### src/rtl/timebin_sequencer.sv
// Multi-channel PMT time-bin sequencer.
// Cuts time into bins of factor x CLK_PER_UNIT clocks. At each bin end it
// snapshots every channel's photon counter and pulses a clear to those
// counters. It runs free-running or as a burst of n_bins bins per start.

// Per-channel snapshot register: captures the live count on a bin end and
// holds it until the next bin end.
module timebin_lane #(
  parameter int CNT_W = 8
) (
  input  logic             clk,
  input  logic             reset_n,
  input  logic             snap,
  input  logic [CNT_W-1:0] cnt,
  output logic [CNT_W-1:0] q
);

  // hold the count captured at the last bin end
  always_ff @(posedge clk or negedge reset_n) begin
    if (!reset_n)  q <= '0;
    else if (snap) q <= cnt;
  end

endmodule

module timebin_sequencer #(
  parameter int CLK_PER_UNIT = 5000,
  parameter int FACTOR_W     = 8,
  parameter int CNT_W        = 8,
  parameter int NCH          = 2,
  parameter int NBINS_W      = 16
) (
  input  logic                 clk,
  input  logic                 reset_n,
  input  logic [FACTOR_W-1:0]  bin_factor,
  input  logic                 mode,
  input  logic [NBINS_W-1:0]   n_bins,
  input  logic                 start,
  input  logic                 stop,
  input  logic [NCH*CNT_W-1:0] cnt_in,
  output logic                 cnt_clear,
  output logic [NCH*CNT_W-1:0] bin_data,
  output logic                 bin_valid,
  output logic [NBINS_W-1:0]   bin_index,
  output logic                 busy,
  output logic                 done,
  output logic                 err,
  output logic                 led
);

  localparam int PW = (CLK_PER_UNIT > 1) ? $clog2(CLK_PER_UNIT) : 1;
  localparam logic [PW-1:0] PRESC_LAST = PW'(CLK_PER_UNIT - 1);

  typedef enum logic {IDLE, RUN} state_t;

  // Run configuration captured at start; factor is also refreshed per bin.
  typedef struct packed {
    logic [FACTOR_W-1:0] factor;
    logic                mode;
    logic [NBINS_W-1:0]  n_bins;
  } cfg_t;

  state_t              state;
  cfg_t                cfg;
  logic [PW-1:0]       presc;
  logic [FACTOR_W-1:0] unit;
  logic [NBINS_W-1:0]  bin_cnt;

  logic unit_tick, last_unit, bin_end, last_bin, start_ok;

  logic [NCH-1:0][CNT_W-1:0] cnt_arr;
  logic [NCH-1:0][CNT_W-1:0] snap_arr;

  // Bin timing decode. A stop in the same cycle suppresses the bin end so
  // an aborted bin is neither captured nor cleared.
  always_comb begin
    unit_tick = (state == RUN) && (presc == PRESC_LAST);
    last_unit = (unit == cfg.factor - FACTOR_W'(1));
    bin_end   = unit_tick && last_unit && !stop;
    last_bin  = cfg.mode && (bin_cnt == cfg.n_bins - NBINS_W'(1));
    start_ok  = (bin_factor != '0) && (!mode || (n_bins != '0));
  end

  assign cnt_arr  = cnt_in;
  assign bin_data = snap_arr;

  genvar g;
  generate
    for (g = 0; g < NCH; g++) begin : g_lane
      timebin_lane #(.CNT_W(CNT_W)) u_lane (
        .clk     (clk),
        .reset_n (reset_n),
        .snap    (bin_end),
        .cnt     (cnt_arr[g]),
        .q       (snap_arr[g])
      );
    end
  endgenerate

  // Control FSM: counters, configuration latch and all strobe outputs.
  always_ff @(posedge clk or negedge reset_n) begin
    if (!reset_n) begin
      state     <= IDLE;
      cfg       <= '0;
      presc     <= '0;
      unit      <= '0;
      bin_cnt   <= '0;
      cnt_clear <= 1'b0;
      bin_valid <= 1'b0;
      bin_index <= '0;
      busy      <= 1'b0;
      done      <= 1'b0;
      err       <= 1'b0;
      led       <= 1'b0;
    end else begin
      cnt_clear <= 1'b0;
      bin_valid <= 1'b0;
      done      <= 1'b0;
      err       <= 1'b0;
      case (state)
        IDLE: begin
          // stop in the same cycle blocks the start entirely
          if (start && !stop) begin
            if (start_ok) begin
              state      <= RUN;
              busy       <= 1'b1;
              cfg.factor <= bin_factor;
              cfg.mode   <= mode;
              cfg.n_bins <= n_bins;
              presc      <= '0;
              unit       <= '0;
              bin_cnt    <= '0;
              cnt_clear  <= 1'b1;
            end else begin
              err <= 1'b1;
            end
          end
        end
        RUN: begin
          if (stop) begin
            state <= IDLE;
            busy  <= 1'b0;
          end else begin
            presc <= unit_tick ? '0 : presc + PW'(1);
            if (unit_tick)
              unit <= last_unit ? '0 : unit + FACTOR_W'(1);
            if (bin_end) begin
              bin_valid <= 1'b1;
              cnt_clear <= 1'b1;
              bin_index <= bin_cnt;
              bin_cnt   <= bin_cnt + NBINS_W'(1);
              led       <= ~led;
              // a zero factor at a boundary keeps the current bin length
              if (bin_factor != '0)
                cfg.factor <= bin_factor;
              if (last_bin) begin
                state <= IDLE;
                busy  <= 1'b0;
                done  <= 1'b1;
              end
            end
          end
        end
        default: state <= IDLE;
      endcase
    end
  end

endmodule

### config.mk
export PLATFORM = sky130hd
export DESIGN_NAME = timebin_sequencer
export DESIGN_NICKNAME = d
export VERILOG_FILES = /design/src/rtl/timebin_sequencer.sv
export SDC_FILE = /design/constraint.sdc
export NUM_CORES = 1
export LEC_CHECK = 0
export BUFFER_PORTS_ARGS = -buffer_cell sky130_fd_sc_hd__buf_2
export CAP_MARGIN = 20
export CORE_MARGIN = 2
export CORE_UTILIZATION = 30
export CTS_CLUSTER_SIZE = 14
export DETAILED_ROUTE_END_ITERATION = 10
export GPL_TIMING_DRIVEN = 0
export PLACE_DENSITY = 0.55
export SETUP_SLACK_MARGIN = 0.02
export SLEW_MARGIN = 20
export SYNTH_ARGS = -nofsm -noshare
export SYNTH_HDL_FRONTEND = slang
export SYNTH_SLANG_ARGS = --single-unit
### constraint.sdc
create_clock -name clk -period 3.42 [get_ports clk]
set_clock_uncertainty 0.1 [all_clocks]
set_input_delay 0.171 -clock clk [delete_from_list [all_inputs] [get_ports clk]]
set_output_delay 0.171 -clock clk [all_outputs]
set_load 0.02 [all_outputs]
==> results.md <==
* Ant. Diodes at 0
* Hold Fails Final Rpt at 0
* Mapped cell area at 5590 um2
* Die Width at 141 um
* Largest net degree at the start of global routing at 69
* Final wirelength at roughly 15 mm
* Final max-slew violation count at 0
* Vias in the first global route at 4684
* CORE AREA at 18100 um2
* Detail Route Antenna Nets at 0
* Iteration-0 DRC count of the detailed router at roughly 320
* Least-Margin Pin Slew at roughly 0.85 ns
* DR pass1 iterations at 5
* Crit. Startpoint: n_bins[7]
* Hold_ws at 0.0266 ns
* Hold Path Class: primary input to flip-flop
* Crit start category: primary input
* Die area at roughly 20000 um2
* Drt wl/cell at between 15 and 20 um
* Setup TNS Final at 0 ns
* Via/cell ratio at 5.23
* Clock transition at the registers of the reported paths at about 0.06 ns
* Vias at approximately 4700
* Outcome: completed
* Distinct cells, synth at between 50 and 60
* Row count at 49
* Slew margin rel. at 0.423
* Final GP Congestion at approximately 0.9
* Die Ht at ~140 um
* # port buffers at between 80 and 90
* F_max at 320 MHz
* CP arrival at between 3 and 4 ns
* Crit path kind: primary input to flip-flop
* Worst Path Required at 3.59 ns
* Skew-Pair Late Insertion Delay at 0.35 ns
* Mapped Nets at between 500 and 600
* Syn_area_per_cell at ~11 um2
* Max cap viols at 0
* Inserted Clock Buffers at 9
* Ratio of cells with drive above 1 in the final layout at 0.260
* # DRC at 0
* Worst Min Path Start: stop
* Clock H-tree levels at 3
* Leakage at between 3 and 4 nW
* Synth Warn # at 0
* CTS Root Cell: clkbuf_16
* Final nets at 717
* GRT Total Usage at 0.150
* Sequential-to-total area share from yosys stat at 0.452
* RR Startpoint: cfg[0]
* Post-synth EDFFs at 0
* Setup bufs post-CTS at 0
* # setup viols final at 0
* Syn Inst Count at around 530
* Top FF cell, synth: dfrtp_1
* RSZ-0062 raised after global routing: false
* Layout area overhead at 25.3%
* Initial core utilization at 0.308
* Max FO, Critical Path at 10
* VDD IR max at ~0.29 mV
* TritonCTS clock tree: yes
* Final worst slack at 0.298 ns
* Remaining global-route overflow at 0
* Clock sinks at 101
* CP endpoint kind: flip-flop
* Post-layout minimum cycle time at 3.12 ns
* Period Utilization, post-route at 0.913
* Seq cells post-synth at just over 100
* First-pass GRT wire length at about 24 mm
* CTS Buffer Depth at 2
* Ports at 83
* Post-place setup slack at between 0.01 and 0.015 ns
* Initial antenna violation count at 0
* Ys async rst share at 1.00
* Cell Pwr Density at around 420 nW/um2
* HPWL Detailed at around 11 mm
cell usage in the layout, fill, tap and decap left out, types with 15 or more instances in the layout:
cell	count
buf_2	82
xnor2_1	22
nand3_1	29
nand2_1	32
mux2i_1	15
mux2_4	17
nor2_1	33
dfrtp_1	101
mux2_2	43
dlygate4sd3_1	42
and3_1	16
o21ai_0	22
nand4_1	15
nor3_1	17
clkbuf_1	17
Yosys cell counts, types with 3 or more instances:
cell	instances	area (um2)
dfrtp_1	101	2530
mux2_2	43	484
nor2_1	33	124
nand2_1	32	120
nand3_1	29	145
o21ai_0	22	110
xnor2_1	22	193
mux2_4	17	255
nor3_1	17	85.1
and3_1	16	100
mux2i_1	15	150
nand4_1	15	93.8
clkbuf_1	14	52.6
inv_1	14	52.6
nor4_1	14	87.6
nand2b_1	13	81.3
a21oi_1	11	55.1
xor2_1	11	96.3
a31oi_1	8	50.1
a211oi_1	6	45.0
or3_1	6	37.5
ha_1	5	62.6
o31ai_1	5	37.5
or2_2	5	31.3
and4_1	4	35.0
nor4b_1	4	35.0
and2_1	3	18.8
buf_6	3	33.8
nor2b_1	3	18.8
o311ai_0	3	26.3
o41ai_1	3	26.3
or3b_2	3	26.3
flip-flops by register name, summed over array words and instances (netlist names), 8 cells and up:
| signal | count |
|---|---|
| cfg | 25 |
| bin_cnt | 16 |
| bin_index | 16 |
| g_lane.u_lane.q | 16 |
| presc | 13 |
| unit | 8 |
worst paths after layout:
kind                         endpoint  slack (ns)  cells past startpoint
max reg2reg                     state        0.34                      9
min reg2reg                 presc[12]        0.38                      1
max in group asynchronous         err        2.40                      3
min in group asynchronous     cfg[12]        0.17                      2
max                        bin_cnt[7]        0.30                     10
min                               err        0.03                      2
area by class of cell:
cell class / instances / area, um2
plain buffers: 22 / 126
clock buffers: 12 / 236
clock inverters: 4 / 25.0
fillers: 1785 / 11100
inverters: 14 / 52.6
multi-input cells: 394 / 2890
flip-flops and latches: 101 / 2530
well taps: 229 / 287
repair buffers: 125 / 865
metal layers:
metal | wire (um) | global-route usage | vias to the layer above | part of all wire
li1 | - | - | 2232 | -
met2 | 7370 | 0.256 | 98 | 0.50
met1 | 6560 | 0.190 | 2367 | 0.45
met3 | 553 | 0.0338 | 13 | 0.038
met5 | 0 | 0 | - | 0
met4 | 187 | 0.0437 | 0 | 0.013
logic make-up (layout without fill, tap and decap cells):
group	Yosys count	after routing	synth area share
buffers and inverters	36	177	0.0320
adder cells (fa/ha/maj)	5	5	0.0112
flip-flops	101	101	0.452
AND/OR/NAND/NOR	207	207	0.204
XOR/XNOR	34	34	0.0546
AO/OA/AOI/OAI	73	73	0.0875
multiplexers	75	75	0.159
per-stage QoR:
stage          instance area (um2)  utilization  power [mW]  instances
3_3_place_gp                  6290        0.347        1.93        842
6_report                      7000        0.386        2.91        901
5_1_grt                       7000        0.386        3.08        901
3_5_place_dp                  6320        0.348        1.96        843
4_1_cts                       7000        0.386        2.95        901
2_1_floorplan                 5590            -        1.77        531
worst max-delay path, cell delays in order:
cell,delay (ns)
dlygate4sd3_1,0.53
buf_2,0.13
nor4_1,0.35
nand4_1,0.22
o21a_1,0.30
nand3_1,0.41
clkbuf_1,0.48
buf_1,0.46
nand2_1,0.10
mux2i_1,0.15
power by group:
| part | switching, mW | leakage (nW) | internal, mW | total, mW |
|---|---|---|---|---|
| clock network | 0.450 | 0.123 | 0.492 | 0.942 |
| logic | 0.300 | 1.76 | 0.271 | 0.570 |
| registers | 0.121 | 1.35 | 1.28 | 1.40 |
| total | 0.870 | 3.23 | 2.04 | 2.91 |
timing repair:
| item | CTS | global route |
|---|---|---|
| hold buffers | 42 | 0 |
| gates resized for setup | 0 | 0 |
| hold endpoints to repair | 111 | 0 |
(Power assumes the default switching activity.)
